**src/rtl/uart_rx_16x.sv**
```systemverilog
`default_nettype none
// ============================================================================
//  Module      : uart_rx_16x
//  Description : 8N1 asynchronous serial receiver with 16x oversampling,
//                internal tick divider, valid/ack byte handshake, framing
//                error pulse and sticky overrun flag.
//  Revision    : 1.0 - initial release
// ============================================================================
module uart_rx_16x #(
  parameter int CLKS_PER_TICK = 301,
  parameter int DATA_BITS     = 8
) (
  input  logic                 clk,
  input  logic                 reset,
  input  logic                 rx_in,
  input  logic                 data_ack,
  output logic [DATA_BITS-1:0] data_out,
  output logic                 data_valid,
  output logic                 framing_err,
  output logic                 overrun,
  output logic                 busy
);

  localparam int PW = (CLKS_PER_TICK > 1) ? $clog2(CLKS_PER_TICK) : 1;
  localparam int BW = $clog2(DATA_BITS) + 1;

  typedef enum logic [1:0] {
    IDLE  = 2'd0,
    START = 2'd1,
    DATA  = 2'd2,
    STOP  = 2'd3
  } state_t;

  state_t               state, state_nxt;
  logic                 rx_meta, rx_s, rx_prev;
  logic [1:0]           sync_ok;
  logic [PW-1:0]        presc;
  logic                 tick;
  logic [3:0]           tcnt;
  logic [BW-1:0]        bitcnt;
  logic [DATA_BITS-1:0] shreg;
  logic                 start_det, start_ok, bit_sample, stop_sample;
  logic                 good_byte;

  assign tick      = (presc == PW'(CLKS_PER_TICK - 1));
  assign busy      = (state != IDLE);
  assign good_byte = stop_sample & rx_s;

  // Two-flop synchronizer; rx_prev only becomes 1 from a genuinely sampled
  // high, so a line already low when reset is released is never a start.
  always_ff @(posedge clk or posedge reset) begin
    if (reset) begin
      rx_meta <= 1'b1;
      rx_s    <= 1'b1;
      sync_ok <= 2'b00;
      rx_prev <= 1'b0;
    end else begin
      rx_meta <= rx_in;
      rx_s    <= rx_meta;
      sync_ok <= {sync_ok[0], 1'b1};
      rx_prev <= sync_ok[1] ? rx_s : 1'b0;
    end
  end

  // State register.
  always_ff @(posedge clk or posedge reset) begin
    if (reset) state <= IDLE;
    else       state <= state_nxt;
  end

  // Next-state logic and per-cycle datapath strobes.
  always_comb begin
    state_nxt   = state;
    start_det   = 1'b0;
    start_ok    = 1'b0;
    bit_sample  = 1'b0;
    stop_sample = 1'b0;
    case (state)
      IDLE: begin
        if (rx_prev && !rx_s) begin
          start_det = 1'b1;
          state_nxt = START;
        end
      end
      START: begin
        if (tick && tcnt == 4'd7) begin
          if (rx_s) begin
            state_nxt = IDLE;
          end else begin
            start_ok  = 1'b1;
            state_nxt = DATA;
          end
        end
      end
      DATA: begin
        if (tick && tcnt == 4'd15) begin
          bit_sample = 1'b1;
          if (bitcnt == BW'(DATA_BITS - 1)) state_nxt = STOP;
        end
      end
      STOP: begin
        if (tick && tcnt == 4'd15) begin
          stop_sample = 1'b1;
          state_nxt   = IDLE;
        end
      end
      default: state_nxt = IDLE;
    endcase
  end

  // Prescaler, tick counter, bit counter and shift register; the start edge
  // restarts the prescaler and tick counter to phase-align to the frame.
  always_ff @(posedge clk or posedge reset) begin
    if (reset) begin
      presc  <= '0;
      tcnt   <= '0;
      bitcnt <= '0;
      shreg  <= '0;
    end else begin
      if (start_det || tick) presc <= '0;
      else                   presc <= presc + 1'b1;

      if (start_det || start_ok) tcnt <= '0;
      else if (tick)             tcnt <= tcnt + 1'b1;

      if (start_ok)        bitcnt <= '0;
      else if (bit_sample) bitcnt <= bitcnt + 1'b1;

      if (bit_sample) shreg <= {rx_s, shreg[DATA_BITS-1:1]};
    end
  end

  // Output byte, handshake, overrun and framing-error pulse.
  always_ff @(posedge clk or posedge reset) begin
    if (reset) begin
      data_out    <= '0;
      data_valid  <= 1'b0;
      overrun     <= 1'b0;
      framing_err <= 1'b0;
    end else begin
      framing_err <= stop_sample & ~rx_s;
      if (good_byte) begin
        // Newest byte wins; an ack on this clock consumes the old one.
        data_out   <= shreg;
        data_valid <= 1'b1;
        if (data_valid && !data_ack)     overrun <= 1'b1;
        else if (data_valid && data_ack) overrun <= 1'b0;
      end else if (data_ack && data_valid) begin
        data_valid <= 1'b0;
        overrun    <= 1'b0;
      end
    end
  end

endmodule
`default_nettype wire
```
**config.mk**
```make
export PLATFORM = sky130hd
export DESIGN_NAME = uart_rx_16x
export DESIGN_NICKNAME = d
export VERILOG_FILES = /design/src/rtl/uart_rx_16x.sv
export SDC_FILE = /design/constraint.sdc
export NUM_CORES = 1
export LEC_CHECK = 0
export BUFFER_PORTS_ARGS = -buffer_cell sky130_fd_sc_hd__buf_2
export CORE_MARGIN = 2
export CORE_UTILIZATION = 24
export DETAILED_ROUTE_END_ITERATION = 10
export MAX_ROUTING_LAYER = met4
export PLACE_DENSITY = 0.45
export SLEW_MARGIN = 10
export SYNTH_ARGS = -nofsm -noshare
export SYNTH_HDL_FRONTEND = slang
export SYNTH_SLANG_ARGS = --single-unit
```
**constraint.sdc**
```tcl
create_clock -name clk -period 5.5 [get_ports clk]
set_clock_uncertainty 0.15 [all_clocks]
set_input_delay 1.1 -clock clk [delete_from_list [all_inputs] [get_ports clk]]
set_output_delay 1.1 -clock clk [all_outputs]
set_load 0.02 [all_outputs]
```
After elaboration in Yosys (flattened, before gate mapping)
Index checks and enable logic that the tools add are counted.

Register bits: 43. Bits of input ports: 4. Output and inout bits: 12. Logic and storage cells: 72.

$add $sub $neg: 3. Eq/ne operators: 12. Mux-type cells: 26. Bitwise operators: 3. Reductions and logical operators: 15.

Operator list (count): 2-to-1 mux 4 bit (4); 2-to-1 mux 1 bit (14); 2-to-1 mux 2 bit (6); inequality test 2 bit, second input constant (5); adder 9 x 1 -> 9 bit, second input constant (1); == test 9 bit, second input constant (1); 2-to-1 mux 9 bit (1); adder 4 x 1 -> 4 bit, second input constant (2); == test 4 x 3 -> 1 bit, second input constant (2); case mux 2 bit (4 select lines) (1); nonzero test 2 bit (4); logical AND 1 bit (5); AND reduction 5 bit (1); == test 2 bit, second input constant (2); == test 4 bit, second input constant (1); bitwise AND 1 bit (2); == test 2 x 1 -> 1 bit, second input constant (1); zero test 1 bit (2); zero test 2 bit (1); logical OR 1 bit (2); NOT 1 bit (1).

Logic depth before layout (Yosys ltp)
Gate-level depths: netlist of the first run.

Word-level depth: 6. Mapped depth: 6. Mapped depth without buffers: 6.

Least setup slack after synthesis of the first run
No wires, ideal clock.

Path type: register -> register. Start: register presc[4]. End: register shreg[0]. Arrival: 2018 ps. Data required time: 5225 ps. Setup slack: 3207 ps. Cell stages (with the launch flop): 5. Clock period less this slack: 2293 ps. Cells stage by stage: dfrtp_1 > or4b_1 > buf_6 > nor4_4 > mux2_2.

Word-level cells in the longest chain between the ends: 4.

RTL lines: from (decl) (line 37) `logic [PW-1:0] presc;`; from (signal assigned) (line 121) `else presc <= presc + 1'b1;`; == test 9 bit (line 45) `assign tick = (presc == PW'(CLKS_PER_TICK - 1));`; logical AND 1 bit (line 96) `if (tick && tcnt == 4'd15) begin`; 2-to-1 mux 1 bit (line 96); 2-to-1 mux 1 bit (line 78) `case (state)`; to (signal assigned) (line 129) `if (bit_sample) shreg <= {rx_s, shreg[DATA_BITS-1:1]};`; to (decl) (line 41) `logic [DATA_BITS-1:0] shreg;`.

No other way between the ends. A chain may end at the register's enable or synchronous reset.

Worst setup path after layout of the first run
Start: register presc[4]. End: register data_out[1].

Word-level cells in the longest chain between the ends: 5.

RTL lines: == test 9 bit (line 45); logical AND 1 bit (line 102) `if (tick && tcnt == 4'd15) begin`; 2-to-1 mux 1 bit (line 102); 2-to-1 mux 1 bit (line 78); bitwise AND 1 bit (line 47) `assign good_byte = stop_sample & rx_s;`; to (signal assigned) (line 144) `data_out <= shreg;`; to (decl) (line 17) `output logic [DATA_BITS-1:0] data_out,`.

No other way between the ends.

==> Flow_metrics.wiki, run 1 <==
{| class="wikitable"
! Metric !! Value
|-
| Run status || finished clean
|-
| Number of cells upsized or downsized after cts || 0
|-
| Worst-path fanout max || 10
|-
| Starting density of the core || 24.8%
|-
| Leading area contributor after synthesis || dfrtp_1
|-
| H-tree depth || 2
|-
| Maximum clock insertion buffer count || 2
|-
| Setup repair after global routing missed its margin || false
|-
| Via count of the first global-routing pass || 1229
|-
| Net Sw Power || 0.206 mW
|-
| Via count || 1210
|-
| Worst-Margin Slew || 858 ps
|-
| Power density relative to cell area || 330 nW/um^2
|-
| Ranking of synthesized cells by area || dfrtp_1, mux2_2, nor2_1
|-
| Total inserted antenna cells || 0
|-
| Dominant register cell in the synthesized netlist || dfrtp_1
|-
| Total negative setup slack || 0 ps
|-
| Routed wire length per instance || 12.0 um
|-
| Type of element capturing the critical path || flip-flop
|-
| Sort of element at the start of the critical path || flip-flop
|-
| Clk pwr share || 34.3%
|-
| Synthesized area divided by synthesized cell count || 12.0 um^2
|-
| Post-CTS setup buffer count || 0
|-
| Data arrival time at the worst-slack endpoint || 2660 ps
|-
| Relative max-transition margin || 42.0%
|-
| Floorplan core area || 7690 um^2
|-
| Post-synth top area share || 53.9%
|-
| Setup Viol. Count Final || 0
|-
| Logic gate share of total power || 12.9%
|-
| Die ar. || 8660 um^2
|-
| Number of unique standard cell types used by synthesis || 36
|-
| Share of flip-flops with an asynchronous set or reset after synthesis || 100%
|-
| Hold-fix buffer count after cts || 0
|-
| Final nets || 186
|-
| Die Span Y || 93.0 um
|-
| HPWL Detailed || 2.25 mm
|-
| Number of sinks driven by the clock tree || 43
|-
| Number of iterations in the first detailed-routing pass || 4
|-
| Placer congestion estimate || 0.791
|-
| Post-synthesis instance area || 1900 um^2
|-
| Crit Path Category || flip-flop to flip-flop
|-
| Power Total || 0.728 mW
|-
| Syn Inst Count || 158
|-
| Crit path required time || 5540 ps
|-
| Critical-path cell with the highest stage delay || nor4_4
|-
| Io pins || 16
|-
| Part of the total power dissipated in sequential elements || 52.9%
|-
| Power Internal || 0.522 mW
|-
| Count of pins over their slew limit || 0
|-
| Crit share post-route || 47.6%
|-
| Largest net degree at the start of global routing || 44
|-
| YS warnings || 0
|-
| Maximum operating frequency || 382 MHz
|-
| Flops & latches, synth || 43
|-
| Total wire length after detailed routing || 3.37 mm
|-
| Final Hold Violating Endpoints || 0
|-
| Nets in the synthesized netlist || 166
|-
| Number of violations of the max-capacitance limit || 0
|-
| Peak per-stage delay on the critical path || 760 ps
|-
| Clock latency at the later pin of the worst-skew pair || 300 ps
|-
| Vias per std cell || 4.31
|-
| Final routed DRC violation total || 0
|-
| Row Count || 32
|-
| Antenna violations before repair || 0
|-
| GRT Residual Overflow || 0
|-
| Sequential fraction of the synthesis area || 56.7%
|-
| Switching fraction of total power || 28.3%
|-
| Max VDD drop || 0.162 mV
|-
| EDFF count, synth || 0
|-
| Standby leakage power || 1.04 nW
|-
| Root Buffer || clkbuf_8
|-
| Combined global-route utilization of all metal layers || 9.14%
|-
| Hold/Removal Path Class || flip-flop to flip-flop
|-
| Clock Pin Slew Worst Setup and Hold Paths || 80 ps
|-
| Hold slack final || 203 ps
|-
| Clock tree from TritonCTS || yes
|-
| Num CTS Buffers || 5
|-
| First-pass GRT wire length || 5.95 mm
|-
| Share of layout cells above drive strength 1 || 26.8%
|-
| Iteration-0 DRC count of the detailed router || 70
|-
| X dimension of the die || 93.0 um
|-
| Buffers on Ports || 15
|-
| Minimum clock period || 2620 ps
|-
| Residual antenna-violating net count after detailed routing || 0
|-
| Growth of design area from synthesis to finish || 16.1%
|-
| Filler cells || 809
|-
| Cell-by-cell trace of the critical path || or4b_1, nor4_4, mux2_2
|}
cell type report:
class	count	area [um^2]	area share, %
clock buffer	5	68.8	3.11
clock inverter	3	46.3	2.10
inverter	5	18.8	0.849
multi-input combinational	107	787	35.6
sequential	43	1080	48.8
tap	102	128	5.78
timing repair buffer	16	82.6	3.74
synth_stat cells, types with 2 or more instances:
cell      count
and3_1        2
ha_1          4
dfrtp_1      41
a21oi_1       4
nand2b_1      2
clkbuf_1      2
nor3_1        2
nand3b_1      2
or2_2         2
and2_1        2
nor2_1       20
nand4_1       6
nand2_1       6
dfstp_2       2
nand3_1       6
mux2_2       16
xor2_1        7
nor4b_1       2
nor4_1        3
inv_1         5
nor4_4        2
xnor2_1       6
cells by family (layout without fill, tap and decap cells):
| logic type | count (synthesis) | after routing | synth area share (%) |
|---|---|---|---|
| buf+inv | 8 | 29 | 1.97 |
| flops | 43 | 43 | 56.7 |
| mux | 17 | 17 | 9.99 |
| simple gates | 64 | 64 | 19.9 |
| compound gates | 8 | 8 | 2.70 |
| other cells | 1 | 1 | 0.197 |
| xor+xnor | 13 | 13 | 5.98 |
| fa+ha+maj | 4 | 4 | 2.63 |
power groups by stage:
| stage | Clock (mW) | Combinational (mW) | Sequential [mW] |
|---|---|---|---|
| after floorplan | 0 | 0.0875 | 0.378 |
| final | 0.250 | 0.0937 | 0.385 |
| after global routing | 0.276 | 0.110 | 0.390 |
| after CTS | 0.263 | 0.0958 | 0.384 |
| after detailed placement | 0 | 0.0952 | 0.390 |
| after global placement | 0 | 0.0940 | 0.390 |
through the flow:
step | setup WS [ps] | std cells | utilization, % | instance area, um^2
global placement | 2880 | 273 | 27.2 | 2090
finish | 2880 | 281 | 28.7 | 2210
global route | 2730 | 281 | 28.7 | 2210
floorplan | 3210 | 158 | - | 1900
detailed placement | 2850 | 273 | 27.2 | 2090
CTS | 2850 | 281 | 28.7 | 2210
worst max-delay path: cells and delay by family (launching register included):
kind	cells	cell delay (ps)
multiplexers	1	400
AND/OR/NAND/NOR	2	1490
flip-flops	1	470
per-layer routing:
layer	up-vias	track usage [%]	share of wire [%]
met5	-	-	0
met4	0	3.68	1.9
met3	4	2.90	3.4
met2	18	12.7	43
met1	599	12.4	52
li1	589	-	-
sequential cells by signal (all words and copies together) (netlist names), named ones only:
| signal | count |
|---|---|
| data_out | 8 |
| bitcnt | 4 |
| data_valid | 1 |
| framing_err | 1 |
| tcnt | 4 |
| presc | 9 |
| rx_s | 1 |
| rx_meta | 1 |
| sync_ok | 2 |
| state | 1 |
| rx_prev | 1 |
| shreg | 8 |
placed cells by master (no fill, tap or decap), types with 5 or more instances in the layout:
cell,Yosys,final
buf_2,0,15
clkbuf_8,0,5
dfrtp_1,41,41
mux2_2,16,16
nand2_1,6,6
nand3_1,6,6
nand4_1,6,6
nor2_1,20,20
xnor2_1,6,6
xor2_1,7,7
worst paths after layout:
kind                       cells after the start  slack, ps                       to                 start
max                                            3       2880  data_out[1]$_DFFE_PP0P_    presc[4]$_DFF_PP0_
min in group asynchronous                      3        750  data_out[6]$_DFFE_PP0P_                 reset
min reg2reg                                    0        200     sync_ok[1]$_DFF_PP0_  sync_ok[0]$_DFF_PP0_
min                                            0        200     sync_ok[1]$_DFF_PP0_  sync_ok[0]$_DFF_PP0_
max in group asynchronous                      3       4060      tcnt[0]$_DFFE_PP0P_                 reset
max reg2reg                                    3       2880  data_out[1]$_DFFE_PP0P_    presc[4]$_DFF_PP0_
Power figures use the tool's default switching activity.
==> run 2: changes to the inputs <==
--- a/config.mk
+++ b/config.mk
@@ -10,7 +10,7 @@
 export CORE_UTILIZATION = 24
 export DETAILED_ROUTE_END_ITERATION = 10
 export MAX_ROUTING_LAYER = met4
-export PLACE_DENSITY = 0.45
+export PLACE_DENSITY = 0.46
 export SLEW_MARGIN = 10
 export SYNTH_ARGS = -nofsm -noshare
 export SYNTH_HDL_FRONTEND = slang
==> constraint.sdc (replaced) <==
create_clock -name clk -period 2.4 [get_ports clk]
set_clock_uncertainty 0.15 [all_clocks]
set_input_delay 0.48 -clock clk [delete_from_list [all_inputs] [get_ports clk]]
set_output_delay 0.48 -clock clk [all_outputs]
set_load 0.02 [all_outputs]
==> Flow_metrics.wiki, run 2 (synthesis gave the netlist of run 1 again) <==
{| class="wikitable"
! Metric !! Value
|-
| Via count || 1237 (+2.2%)
|-
| Worst setup timing slack at the placement stage || 153 ps (-2700 ps)
|-
| First-pass GRT wire length || 5.82 mm (-2.3%)
|-
| Number of sinks driven by the clock tree || 43 (unchanged)
|-
| Final Core Density || 29.9% (+1.1 points)
|-
| Final routed DRC violation total || 0 (unchanged)
|-
| Die ar. || 8660 um^2 (unchanged)
|-
| Row Count || 32 (unchanged)
|-
| GRT Residual Overflow || 0 (unchanged)
|-
| Filler cells || 807 (-0.25%)
|-
| Power Total || 1.78 mW (+140%)
|-
| Total wire length after detailed routing || 3.27 mm (-3.0%)
|-
| Hold-fix buffer count after cts || 0 (unchanged)
|-
| HPWL Detailed || 2.30 mm (+2.2%)
|-
| Hold/Removal Path Class || primary input to flip-flop
|-
| Iteration-0 DRC count of the detailed router || 40 (-43%)
|-
| Power density relative to cell area || 776 nW/um^2 (+140%)
|-
| Register with the most flip-flops || presc
|-
| Routed wire length per instance || 11.3 um (-6.0%)
|-
| Antenna violations before repair || 0 (unchanged)
|-
| Flop2flop setup slack || 160 ps (-2730 ps)
|-
| Most common cell after layout, fill and taps aside || dfrtp_1
|-
| Setup Viol. Count Final || 0 (unchanged)
|-
| Count of pins over their slew limit || 0 (unchanged)
|-
| Maximum operating frequency || 446 MHz (+17%)
|-
| Type of element capturing the critical path || flip-flop
|-
| Die Span Y || 93.0 um (unchanged)
|-
| Critical-path cell with the highest stage delay || or4b_1
|-
| Data arrival time at the worst-slack endpoint || 2260 ps (-400 ps)
|-
| Crit Path Category || flip-flop to flip-flop
|-
| Placer congestion estimate || 0.784 (-0.95%)
|-
| Number of cells upsized or downsized after cts || 0 (unchanged)
|-
| Number of iterations in the first detailed-routing pass || 4 (unchanged)
|-
| Cell-by-cell trace of the critical path || or4b_1, nor4_4, buf_4, mux2_2
|-
| Sort of element at the start of the critical path || flip-flop
|-
| Final Hold Violating Endpoints || 0 (unchanged)
|-
| Crit path required time || 2420 ps (-3120 ps)
|-
| Via count of the first global-routing pass || 1208 (-1.7%)
|-
| Floorplan core area || 7690 um^2 (unchanged)
|-
| Clock latency at the later pin of the worst-skew pair || 290 ps (about the same)
|-
| Vias per std cell || 4.27 (-0.94%)
|-
| Io pins || 16 (unchanged)
|-
| Maximum clock insertion buffer count || 2 (unchanged)
|-
| Worst-path fanout max || 10 (unchanged)
|-
| Root Buffer || clkbuf_8
|-
| Largest net degree at the start of global routing || 44 (unchanged)
|-
| Standby leakage power || 1.10 nW (+5.3%)
|-
| Max VDD drop || 0.226 mV (+39%)
|-
| Residual antenna-violating net count after detailed routing || 0 (unchanged)
|-
| Starting density of the core || 24.8% (unchanged)
|-
| Share of layout cells above drive strength 1 || 29.8% (+3.0 points)
|-
| Combined global-route utilization of all metal layers || 8.66% (-0.48 points)
|-
| Setup repair after global routing missed its margin || false
|-
| Final nets || 195 (+4.8%)
|-
| H-tree depth || 2 (unchanged)
|-
| Clock tree from TritonCTS || yes
|-
| Number of violations of the max-capacitance limit || 0 (unchanged)
|-
| Total negative setup slack || 0 ps (unchanged)
|-
| Least setup slack across all paths after layout || 156 ps (-2730 ps)
|-
| Relative max-transition margin || 64.8% (+23 points)
|-
| Most used cells in the layout excluding fill and tap cells || dfrtp_1, nor2_1, mux2_2
|-
| Num CTS Buffers || 5 (unchanged)
|-
| Clock Pin Slew Worst Setup and Hold Paths || 80 ps (about the same)
|-
| Top Registers || presc: 9 flops, data_out: 8 flops, shreg: 8 flops
|-
| Area taken by flip-flops and latches || 1080 um^2 (unchanged)
|-
| Post-CTS setup buffer count || 0 (unchanged)
|-
| Crit share post-route || 93.5% (+46 points)
|-
| Run status || finished clean
|-
| X dimension of the die || 93.0 um (unchanged)
|-
| Growth of design area from synthesis to finish || 20.6%
|-
| Peak per-stage delay on the critical path || 660 ps (-100 ps)
|-
| Number of flip-flops under the largest register name || 9 (unchanged)
|-
| Buffers on Ports || 15 (unchanged)
|-
| Worst-Margin Slew || 528 ps (-330 ps)
|-
| Multi-input combinational cell area || 787 um^2 (unchanged)
|-
| Total inserted antenna cells || 0 (unchanged)
|-
| Minimum clock period || 2240 ps (-375 ps)
|}
[run 2: cell count changes in the layout (fill, tap and decap cells not counted)]
cell / change
buf_4: +9
bufinv_16: +1
clkbuf_1: +1
clkinvlp_4: -1
inv_6: -1
[run 2: layout make-up]
class / count / share of cell area (%)
clock inverters: 2 / 2.62
inverters: 5 / 0.818
multi-input cells: 107 / 34.3
clock buffers: 6 / 3.16
well taps: 102 / 5.56
repair buffers: 25 / 6.54
flip-flops and latches: 43 / 47.0
[run 2: per-layer routing]
metal,global-route usage (%),part of all wire [%],routed length (um),up-vias
li1,-,-,-,608
met1,12.5,52,1690,606
met2,12.3,44,1450,19
met3,1.93,2.6,85,4
met4,2.21,1.0,34,0
met5,-,0,0,-
[run 2: critical path, delay by kind of cell, from the launching register on]
family	cells	cell delay [ps]
buf+inv	1	230
flops	1	440
mux	1	350
simple gates	2	970
[run 2: power by group]
| group | leakage (nW) | switching, mW | total [mW] | internal [mW] |
|---|---|---|---|---|
| clock network | 0.0654 | 0.239 | 0.655 | 0.416 |
| logic | 0.471 | 0.145 | 0.270 | 0.126 |
| registers | 0.563 | 0.0681 | 0.856 | 0.788 |
[run 2: worst paths after layout]
path,from,to,cells after the start
min in group asynchronous,reset,presc[7]$_DFF_PP0_,3
worst max register to register,presc[6]$_DFF_PP0_,data_out[0]$_DFFE_PP0P_,4
worst max-delay path,presc[6]$_DFF_PP0_,data_out[0]$_DFFE_PP0P_,4
worst min-delay path,rx_in,rx_meta$_DFF_PP1_,1
worst min register to register,rx_meta$_DFF_PP1_,rx_s$_DFF_PP1_,0
max in group asynchronous,reset,asynchronous set/reset pin,3
[run 2: per-stage QoR]
step	std cells	cell area, um^2	hold WS (ps)
6_report	290	2290	132
5_1_grt	290	2290	115
4_1_cts	290	2290	119
3_5_place_dp	282	2160	195
3_3_place_gp	282	2160	183
2_1_floorplan	158	1900	181
